$ cat src/rtl/riscv_ctrl_pkg.sv
// Shared opcode, ALU-op and control-bundle definitions for the ID->EX decode/control stage.
// Pure definitions: no timing and no handshake of its own.
package riscv_ctrl_pkg;

    localparam logic [6:0] OPC_R      = 7'b0110011;
    localparam logic [6:0] OPC_I_ALU  = 7'b0010011;
    localparam logic [6:0] OPC_LOAD   = 7'b0000011;
    localparam logic [6:0] OPC_STORE  = 7'b0100011;
    localparam logic [6:0] OPC_BRANCH = 7'b1100011;
    localparam logic [6:0] OPC_LUI    = 7'b0110111;
    localparam logic [6:0] OPC_AUIPC  = 7'b0010111;
    localparam logic [6:0] OPC_JAL    = 7'b1101111;
    localparam logic [6:0] OPC_JALR   = 7'b1100111;

    localparam logic [1:0] ALU_OP_ADD = 2'b00;
    localparam logic [1:0] ALU_OP_BR  = 2'b01;
    localparam logic [1:0] ALU_OP_R   = 2'b10;
    localparam logic [1:0] ALU_OP_I   = 2'b11;

    typedef struct packed {
        logic       reg_write;
        logic       mem_write;
        logic       mem_read;
        logic       mem_to_reg;
        logic [1:0] alu_op;
        logic       alu_src;
        logic       branch;
        logic       upper_imm;
        logic       auipc;
        logic       pc_sel;
        logic       pc_return;
        logic       jump;
        logic       illegal;
        logic       uses_rs1;
        logic       uses_rs2;
    } ctrl_t;

endpackage

$ cat src/rtl/ctrl_decode.sv
// Opcode -> control bundle decoder; purely combinational, zero latency, no handshake.
// Unknown opcodes yield a bundle with only the illegal flag set.
module ctrl_decode
    import riscv_ctrl_pkg::*;
(
    input  logic [6:0] i_opcode,
    output ctrl_t      o_ctrl
);

    ctrl_t w_ctrl;

    always_comb begin
        w_ctrl = '0;
        case (i_opcode)
            OPC_R: begin
                w_ctrl.reg_write = 1'b1;
                w_ctrl.alu_op    = ALU_OP_R;
                w_ctrl.uses_rs1  = 1'b1;
                w_ctrl.uses_rs2  = 1'b1;
            end
            OPC_I_ALU: begin
                w_ctrl.reg_write = 1'b1;
                w_ctrl.alu_src   = 1'b1;
                w_ctrl.alu_op    = ALU_OP_I;
                w_ctrl.uses_rs1  = 1'b1;
            end
            OPC_LOAD: begin
                w_ctrl.reg_write  = 1'b1;
                w_ctrl.mem_read   = 1'b1;
                w_ctrl.mem_to_reg = 1'b1;
                w_ctrl.alu_src    = 1'b1;
                w_ctrl.alu_op     = ALU_OP_ADD;
                w_ctrl.uses_rs1   = 1'b1;
            end
            OPC_STORE: begin
                w_ctrl.mem_write = 1'b1;
                w_ctrl.alu_src   = 1'b1;
                w_ctrl.alu_op    = ALU_OP_ADD;
                w_ctrl.uses_rs1  = 1'b1;
                w_ctrl.uses_rs2  = 1'b1;
            end
            OPC_BRANCH: begin
                w_ctrl.branch   = 1'b1;
                w_ctrl.alu_op   = ALU_OP_BR;
                w_ctrl.uses_rs1 = 1'b1;
                w_ctrl.uses_rs2 = 1'b1;
            end
            OPC_LUI: begin
                w_ctrl.reg_write = 1'b1;
                w_ctrl.alu_src   = 1'b1;
                w_ctrl.upper_imm = 1'b1;
            end
            OPC_AUIPC: begin
                w_ctrl.reg_write = 1'b1;
                w_ctrl.alu_src   = 1'b1;
                w_ctrl.auipc     = 1'b1;
            end
            OPC_JAL: begin
                w_ctrl.reg_write = 1'b1;
                w_ctrl.jump      = 1'b1;
                w_ctrl.pc_sel    = 1'b1;
            end
            OPC_JALR: begin
                w_ctrl.reg_write = 1'b1;
                w_ctrl.jump      = 1'b1;
                w_ctrl.pc_sel    = 1'b1;
                w_ctrl.pc_return = 1'b1;
                w_ctrl.alu_src   = 1'b1;
                w_ctrl.uses_rs1  = 1'b1;
            end
            default: w_ctrl.illegal = 1'b1;
        endcase
    end

    assign o_ctrl = w_ctrl;

endmodule

$ cat src/rtl/control_stage.sv
// ID->EX pipeline register with decode, load-use bubble insertion, flush and saturating counters.
// Latency 1 cycle, 1/cycle throughput; out_* held while out_valid & ~out_ready, in_ready drops.
module control_stage
    import riscv_ctrl_pkg::*;
#(
    parameter int XLEN           = 32,
    parameter int CNT_W          = 16,
    parameter bit LOAD_USE_STALL = 1'b1
) (
    input  logic             clk,
    input  logic             reset,
    input  logic             in_valid,
    output logic             in_ready,
    input  logic [XLEN-1:0]  in_pc,
    input  logic [31:0]      in_instr,
    input  logic             flush,
    output logic             out_valid,
    input  logic             out_ready,
    output logic [XLEN-1:0]  out_pc,
    output logic [31:0]      out_instr,
    output ctrl_t            out_ctrl,
    output logic             hazard_o,
    output logic [CNT_W-1:0] stall_count,
    output logic [CNT_W-1:0] illegal_count
);

    logic             r_valid;
    logic [XLEN-1:0]  r_pc;
    logic [31:0]      r_instr;
    ctrl_t            r_ctrl;
    logic [CNT_W-1:0] r_stall_cnt;
    logic [CNT_W-1:0] r_illegal_cnt;

    ctrl_t            w_dec;
    logic             w_hazard;
    logic             w_in_ready;
    logic             w_load;
    logic [4:0]       w_rd;
    logic [4:0]       w_rs1;
    logic [4:0]       w_rs2;

    ctrl_decode u_decode (
        .i_opcode (in_instr[6:0]),
        .o_ctrl   (w_dec)
    );

    assign w_rd  = r_instr[11:7];
    assign w_rs1 = in_instr[19:15];
    assign w_rs2 = in_instr[24:20];

    // The held load's rd is compared against the sources the incoming opcode actually reads.
    generate
        if (LOAD_USE_STALL) begin : g_hazard
            assign w_hazard = r_valid & r_ctrl.mem_read & (w_rd != 5'd0) & in_valid
                            & ((w_dec.uses_rs1 & (w_rs1 == w_rd))
                             | (w_dec.uses_rs2 & (w_rs2 == w_rd)));
        end else begin : g_no_hazard
            assign w_hazard = 1'b0;
        end
    endgenerate

    assign w_in_ready = (~r_valid | out_ready) & ~w_hazard & ~flush;
    assign w_load     = in_valid & w_in_ready;

    always_ff @(posedge clk) begin
        if (reset) begin
            r_valid       <= 1'b0;
            r_pc          <= '0;
            r_instr       <= '0;
            r_ctrl        <= '0;
            r_stall_cnt   <= '0;
            r_illegal_cnt <= '0;
        end else if (flush) begin
            r_valid <= 1'b0;
        end else if (w_load) begin
            r_valid <= 1'b1;
            r_pc    <= in_pc;
            r_instr <= in_instr;
            r_ctrl  <= w_dec;
            if (w_dec.illegal && (r_illegal_cnt != {CNT_W{1'b1}}))
                r_illegal_cnt <= r_illegal_cnt + CNT_W'(1);
        end else if (out_ready) begin
            // Drain without refill; a pending hazard makes this the inserted bubble.
            r_valid <= 1'b0;
            if (w_hazard && (r_stall_cnt != {CNT_W{1'b1}}))
                r_stall_cnt <= r_stall_cnt + CNT_W'(1);
        end
    end

    assign in_ready      = w_in_ready;
    assign out_valid     = r_valid;
    assign out_pc        = r_pc;
    assign out_instr     = r_instr;
    assign out_ctrl      = r_ctrl;
    assign hazard_o      = w_hazard;
    assign stall_count   = r_stall_cnt;
    assign illegal_count = r_illegal_cnt;

endmodule
$ cat config.mk
export PLATFORM = sky130hd
export DESIGN_NAME = control_stage
export DESIGN_NICKNAME = d
export VERILOG_FILES = /design/src/rtl/riscv_ctrl_pkg.sv /design/src/rtl/ctrl_decode.sv /design/src/rtl/control_stage.sv
export SDC_FILE = /design/constraint.sdc
export NUM_CORES = 1
export LEC_CHECK = 0
export CAP_MARGIN = 15
export CORE_MARGIN = 1.5
export CORE_UTILIZATION = 45
export DETAILED_ROUTE_END_ITERATION = 6
export GPL_ROUTABILITY_DRIVEN = 1
export PLACE_DENSITY = 0.87
export SLEW_MARGIN = 5
export SYNTH_ARGS = -nofsm -noshare
export SYNTH_HDL_FRONTEND = slang
export SYNTH_SLANG_ARGS = --single-unit
$ cat constraint.sdc
create_clock -name clk -period 5.4 [get_ports clk]
set_input_delay 1.08 -clock clk [delete_from_list [all_inputs] [get_ports clk]]
set_output_delay 1.08 -clock clk [all_outputs]
set_load 0.01 [all_outputs]
# Word-level counts from Yosys, hierarchy flattened
# Cells that the tools add are included.
dict set report classes {
  addsub 2
  eq_ne 13
  mux 15
  bitwise 15
  n_reduce_logical 14
}
# op n
set op_table {}
lappend op_table {{$add 16x1->16 const B} 2}
lappend op_table {{$ne 16x16->1 const B} 2}
lappend op_table {{$eq 7x6->1 const B} 3}
lappend op_table {{$eq 7x7->1 const B} 3}
lappend op_table {{$eq 7x5->1 const B} 2}
lappend op_table {{$mux 1} 13}
lappend op_table {{$reduce_or 6->1} 2}
lappend op_table {{$eq 5x5->1} 2}
lappend op_table {{$and 1x1->1} 9}
lappend op_table {{$reduce_or 9->1} 1}
lappend op_table {{$eq 7x2->1 const B} 1}
lappend op_table {{$reduce_or 7->1} 1}
lappend op_table {{$pmux 2 s3} 1}
lappend op_table {{$reduce_bool 5->1} 1}
lappend op_table {{$not 1->1} 4}
lappend op_table {{$reduce_and 4->1} 1}
lappend op_table {{$reduce_or 2->1} 2}
lappend op_table {{$reduce_and 3->1} 1}
lappend op_table {{$reduce_or 3->1} 1}
lappend op_table {{$logic_and 1x1->1} 2}
lappend op_table {{$mux 2} 1}
lappend op_table {{$or 1x1->1} 2}
lappend op_table {{$reduce_and 2->1} 1}
lappend op_table {{$reduce_bool 2->1} 1}
dict set report totals {
  register_bits 112
  input_bits 69
  output_inout_bits 115
  wordCells 78
}

# Logic depth before layout (Yosys ltp)
dict set report depth {
  depth_word 12
  ltp_mapped 10
  depth_no_buf 7
}

# Cells and area by module
# A second synthesis with hierarchy kept.
dict set report unflattened {
  hier_cells 531
  hier_area_um2 5009.8
}
# mod instances cells_per_inst area_per_inst_um2 seq_area_each_um2
set modules_own_cells {}
lappend modules_own_cells {control_stage 1 492 4755.8 2262.2}
lappend modules_own_cells {ctrl_decode 1 39 254.0 0.0}

# Least setup slack after synthesis
# No wires, ideal clock.
dict set report synth_timing {
  path_type {in2out}
  from {input in_instr[5]}
  to {output in_ready}
  arrival_ns 2.435
  t_required_ns 4.320
  path_slack_ns 1.885
  cell_stages 8
  n_path_buf 3
  cell_sequence {clkbuf_2 nand3b_1 o21ai_1 and3_1 o21ai_2 buf_6 clkbuf_1 and3_1}
}
dict set report synth_via {
  elab_chain_cells 9
  word_cells_on_any_way 17
  cone_classes {eq/ne: 6; mux: 2; bitwise: 7; reduce/logical: 2}
}
# element line
set synth_rtl {}
lappend synth_rtl {{start, declared} control_stage.sv:15} ;# input logic [31:0] in_instr,
lappend synth_rtl {{$eq 7x6->1, or another cell as far along} ctrl_decode.sv:14} ;# case (i_opcode)
lappend synth_rtl {{$reduce_or 6->1 (no line) / $reduce_or 3->1 (equally long branches)} --}
lappend synth_rtl {{$mux 1} ctrl_decode.sv:14}
lappend synth_rtl {{$and 1x1->1, on equally long branches} {control_stage.sv:55, control_stage.sv:56}}
lappend synth_rtl {{$or 1x1->1 *} control_stage.sv:56} ;# | (w_dec.uses_rs2 & (w_rs2 == w_rd)));
lappend synth_rtl {{$and 1x1->1 *} control_stage.sv:55} ;# & ((w_dec.uses_rs1 & (w_rs1 == w_rd))
lappend synth_rtl {{$not 1->1 *} control_stage.sv:62} ;# assign w_in_ready = (~r_valid | out_ready) & ~w_hazard & ~flush;
lappend synth_rtl {{$and 1x1->1 * (2 in a row)} control_stage.sv:62}
lappend synth_rtl {{end, declared} control_stage.sv:13} ;# output logic in_ready,
# Every way passes the cells marked *; elsewhere a longest branch is shown, timed or not.

# Final worst setup path
# Same ends and word-level chain as after synthesis.

==> results.json <==
{
  "status": "finished, final reports clean",
  "rsz0062_at_grt": "no",
  "grt_max_degree": 113,
  "drt-initial-drc-count": 407,
  "cts_buffer_depth": 2,
  "slowest_stage": "clkdlybuf4s50_1",
  "setup_viol": 0,
  "slew_viol_final": 0,
  "ant_nets": 0,
  "syn_area_um2": 4920,
  "grt_antenna_before_repair": 0,
  "synth_cell_types": 48,
  "place_area_um2": 6710,
  "synth_top_family_by_area": "simple AND/OR/NAND/NOR gates",
  "register_area_um2": 2220,
  "fin_nets": 808,
  "num_vias": 5163,
  "postSynthCellCount": 595,
  "final_area_um2": 6920,
  "area_growth_pct": 40.7,
  "drive_gt1_share_pct": 5.39,
  "track_usage_pct": 25.6,
  "startpoint_type": "input port",
  "timing.fmax_mhz": 224,
  "drc": 0,
  "first_pass_iters": 5,
  "first_global_vias": 4790,
  "seq_area_frac_synth_pct": 45.2,
  "synth_top_flop_cell": "dfxtp_1",
  "cp_max_fo": 18,
  "boundaryPins": 184,
  "tightest_slew_ps": 1160,
  "wl_um": 15100,
  "maxCapViolCount": 0,
  "timing.slew.headroom_pct": 22.9,
  "dp_hpwl_um": 10100,
  "overflow": 0,
  "fin_worst_skew_ps": 14.8,
  "synth-edff-count": 0,
  "synth_area_leaders": "dfxtp_1, a21oi_1, nand3_1",
  "htreeDepth": 3,
  "finalCritPeriodShare_pct": 82.5,
  "muxShareOfSynthArea_pct": 1.50,
  "finalSetupTns_ps": 0,
  "coreArea_um2": 10500,
  "crit_arrival_ps": 3370,
  "worst-endpoint-required_ps": 4320,
  "clkTransAtPathRegs_ps": 120,
  "multi_input_area_um2": 2430,
  "rows": 37,
  "clockRootBuffer": "clkbuf_8",
  "path_class": "in -> out",
  "period_needed_ps": 4450,
  "initial_core_util_pct": 47.0,
  "finalWeightedCongestion": 0.809,
  "yosys.area_share.simple_pct": 22.3,
  "peakVddDrop_mv": 0.163,
  "power.density_nw_per_um2": 233,
  "postCtsSetupRepairBufs": 0,
  "drt-vias-per-instance": 5.88,
  "ctsHoldBuffers": 0,
  "async_flop_share_pct": 0,
  "synth_warnings": 0,
  "crit_chain": "clkdlybuf4s50_1 > nand3b_1 > o21ai_1 > and3_1 > o21ai_4 > and3_1 > clkdlybuf4s50_1",
  "cts-resized-gates": 0,
  "die-area_um2": 11600,
  "cellLeakagePower_nw": 2.31,
  "synth_top_cell_area_share_pct": 45.2,
  "wire_per_inst_um": 17.2,
  "cts_buffers": 9,
  "synth_xor_area_share_pct": 3.74,
  "path_delay_family": "buffers and inverters",
  "cts_tree": "built",
  "synth.avg_cell_area_um2": 8.27,
  "reg2reg_slack_ps": 2420,
  "ys_seq_elements": 111,
  "hp-class": "reg -> reg",
  "fillers": 880,
  "end_kind": "output pin",
  "synthAdderAreaFrac_pct": 0.509,
  "io_buffers": 183,
  "cp_slowest_stage_delay_ps": 600,
  "die_h_um": 108,
  "n_antenna_cell": 0,
  "synth.largest_area_cell": "dfxtp_1",
  "finalHoldViolations": 0,
  "insertion_delay_ps": 370,
  "fp.dieW_um": 108,
  "numClockSinks": 111,
  "synth_compound_area_share_pct": 21.1,
  "critPathBufInv": 2,
  "grt_pass1_wl_um": 23800,
  "syn_nets": 666
}
layer usage:
| metal | track usage [%] | share of wire [%] | routed length [um] | vias up |
|---|---|---|---|---|
| met5 | 0 | 0 | 0 | - |
| met4 | 11.1 | 3.0 | 461 | 0 |
| met3 | 4.24 | 7.0 | 1050 | 35 |
| met2 | 42.9 | 49 | 7440 | 238 |
| met1 | 32.4 | 41 | 6160 | 2440 |
| li1 | - | - | - | 2450 |
path summary, 6_finish.rpt:
kind | depth (start not counted) | endpoint | from
hold reg to reg | 2 | out_instr[20] | out_instr[20]
setup / recovery | 7 | in_ready | in_instr[5]
hold / removal | 2 | out_instr[20] | out_instr[20]
setup reg to reg | 6 | out_ctrl[9] | out_instr[8]
flip-flops by register name (all words and copies together) (netlist names):
signal / count
out_instr: 32
out_pc: 32
illegal_count: 16
stall_count: 16
out_ctrl: 14
out_valid: 1
Yosys cell counts, types with 2 or more instances:
| cell | count |
|---|---|
| buf_6 | 3 |
| and3_1 | 8 |
| xnor2_1 | 14 |
| or3_1 | 3 |
| ha_1 | 2 |
| nor2_1 | 24 |
| o211ai_1 | 3 |
| nor3_1 | 15 |
| dfxtp_1 | 111 |
| o41ai_1 | 3 |
| o21ai_0 | 73 |
| and4_1 | 3 |
| a31o_2 | 5 |
| nand3_1 | 84 |
| o31ai_1 | 11 |
| a31oi_1 | 3 |
| mux2_2 | 3 |
| nand2_1 | 21 |
| buf_4 | 3 |
| or4_1 | 14 |
| buf_1 | 3 |
| mux2i_1 | 4 |
| buf_2 | 7 |
| nor4_1 | 6 |
| a21oi_1 | 86 |
| nor2b_1 | 3 |
| xor2_1 | 7 |
| clkbuf_1 | 39 |
| nand2b_1 | 3 |
| nand4_1 | 7 |
| inv_1 | 6 |
| nand3b_1 | 2 |
power breakdown:
group	internal (W)	switching, W	total (W)
clock network	0.000235	0.000301	0.000536
logic	0.000114	0.000103	0.000217
registers	0.000843	0.0000154	0.000859
worst min-delay path, stage by stage, from the launching register on:
cell and delay [ps]:
dfxtp_1 320, o21ai_0 60, a21oi_1 60
layout make-up:
class,instances,share of cell area [%]
multi-input combinational,421,35.1
sequential,111,32.1
timing repair buffer,187,26.9
tap,136,2.46
clock buffer,10,1.99
clock inverter,6,1.08
inverter,7,0.380
layout by cell type (no fill, tap or decap), types with 2 or more instances in the layout:
cell / netlist / final
a21oi_1: 86 / 86
a31o_2: 5 / 5
a31oi_1: 3 / 3
and3_1: 8 / 7
and4_1: 3 / 3
buf_4: 3 / 5
clkbuf_8: 0 / 10
clkdlybuf4s50_1: 0 / 182
dfxtp_1: 111 / 111
ha_1: 2 / 2
inv_1: 6 / 6
inv_6: 0 / 2
mux2_2: 3 / 3
mux2i_1: 4 / 4
nand2_1: 21 / 21
nand2b_1: 3 / 3
nand3_1: 84 / 83
nand3b_1: 2 / 2
nand4_1: 7 / 7
nor2_1: 24 / 24
nor2b_1: 3 / 3
nor3_1: 15 / 15
nor4_1: 6 / 6
o211ai_1: 3 / 3
o21ai_0: 73 / 73
o31ai_1: 11 / 11
o41ai_1: 3 / 3
or3_1: 3 / 3
or4_1: 14 / 14
xnor2_1: 14 / 14
xor2_1: 7 / 7
cell families after synthesis:
logic type,after synthesis
and+or+nand+nor,201
AOI/OAI and AO/OA,190
DFF,111
buffers and inverters,63
xor gates and xnor gates,21
muxes,7
adders and majority gates,2
metrics by stage:
| stage | hold slack, ps | std cells | utilization [%] | setup WS (ps) | total power [W] |
|---|---|---|---|---|---|
| floorplan | 482 | 595 | - | 1890 | 0.000970 |
| global placement | 450 | 862 | 64.1 | 1020 | 0.00109 |
| detailed placement | 466 | 862 | 64.1 | 996 | 0.00109 |
| CTS | 484 | 878 | 66.2 | 976 | 0.00162 |
| global route | 502 | 878 | 66.2 | 825 | 0.00168 |
| finish | 481 | 878 | 66.2 | 945 | 0.00161 |
(Power assumes the default switching activity.)
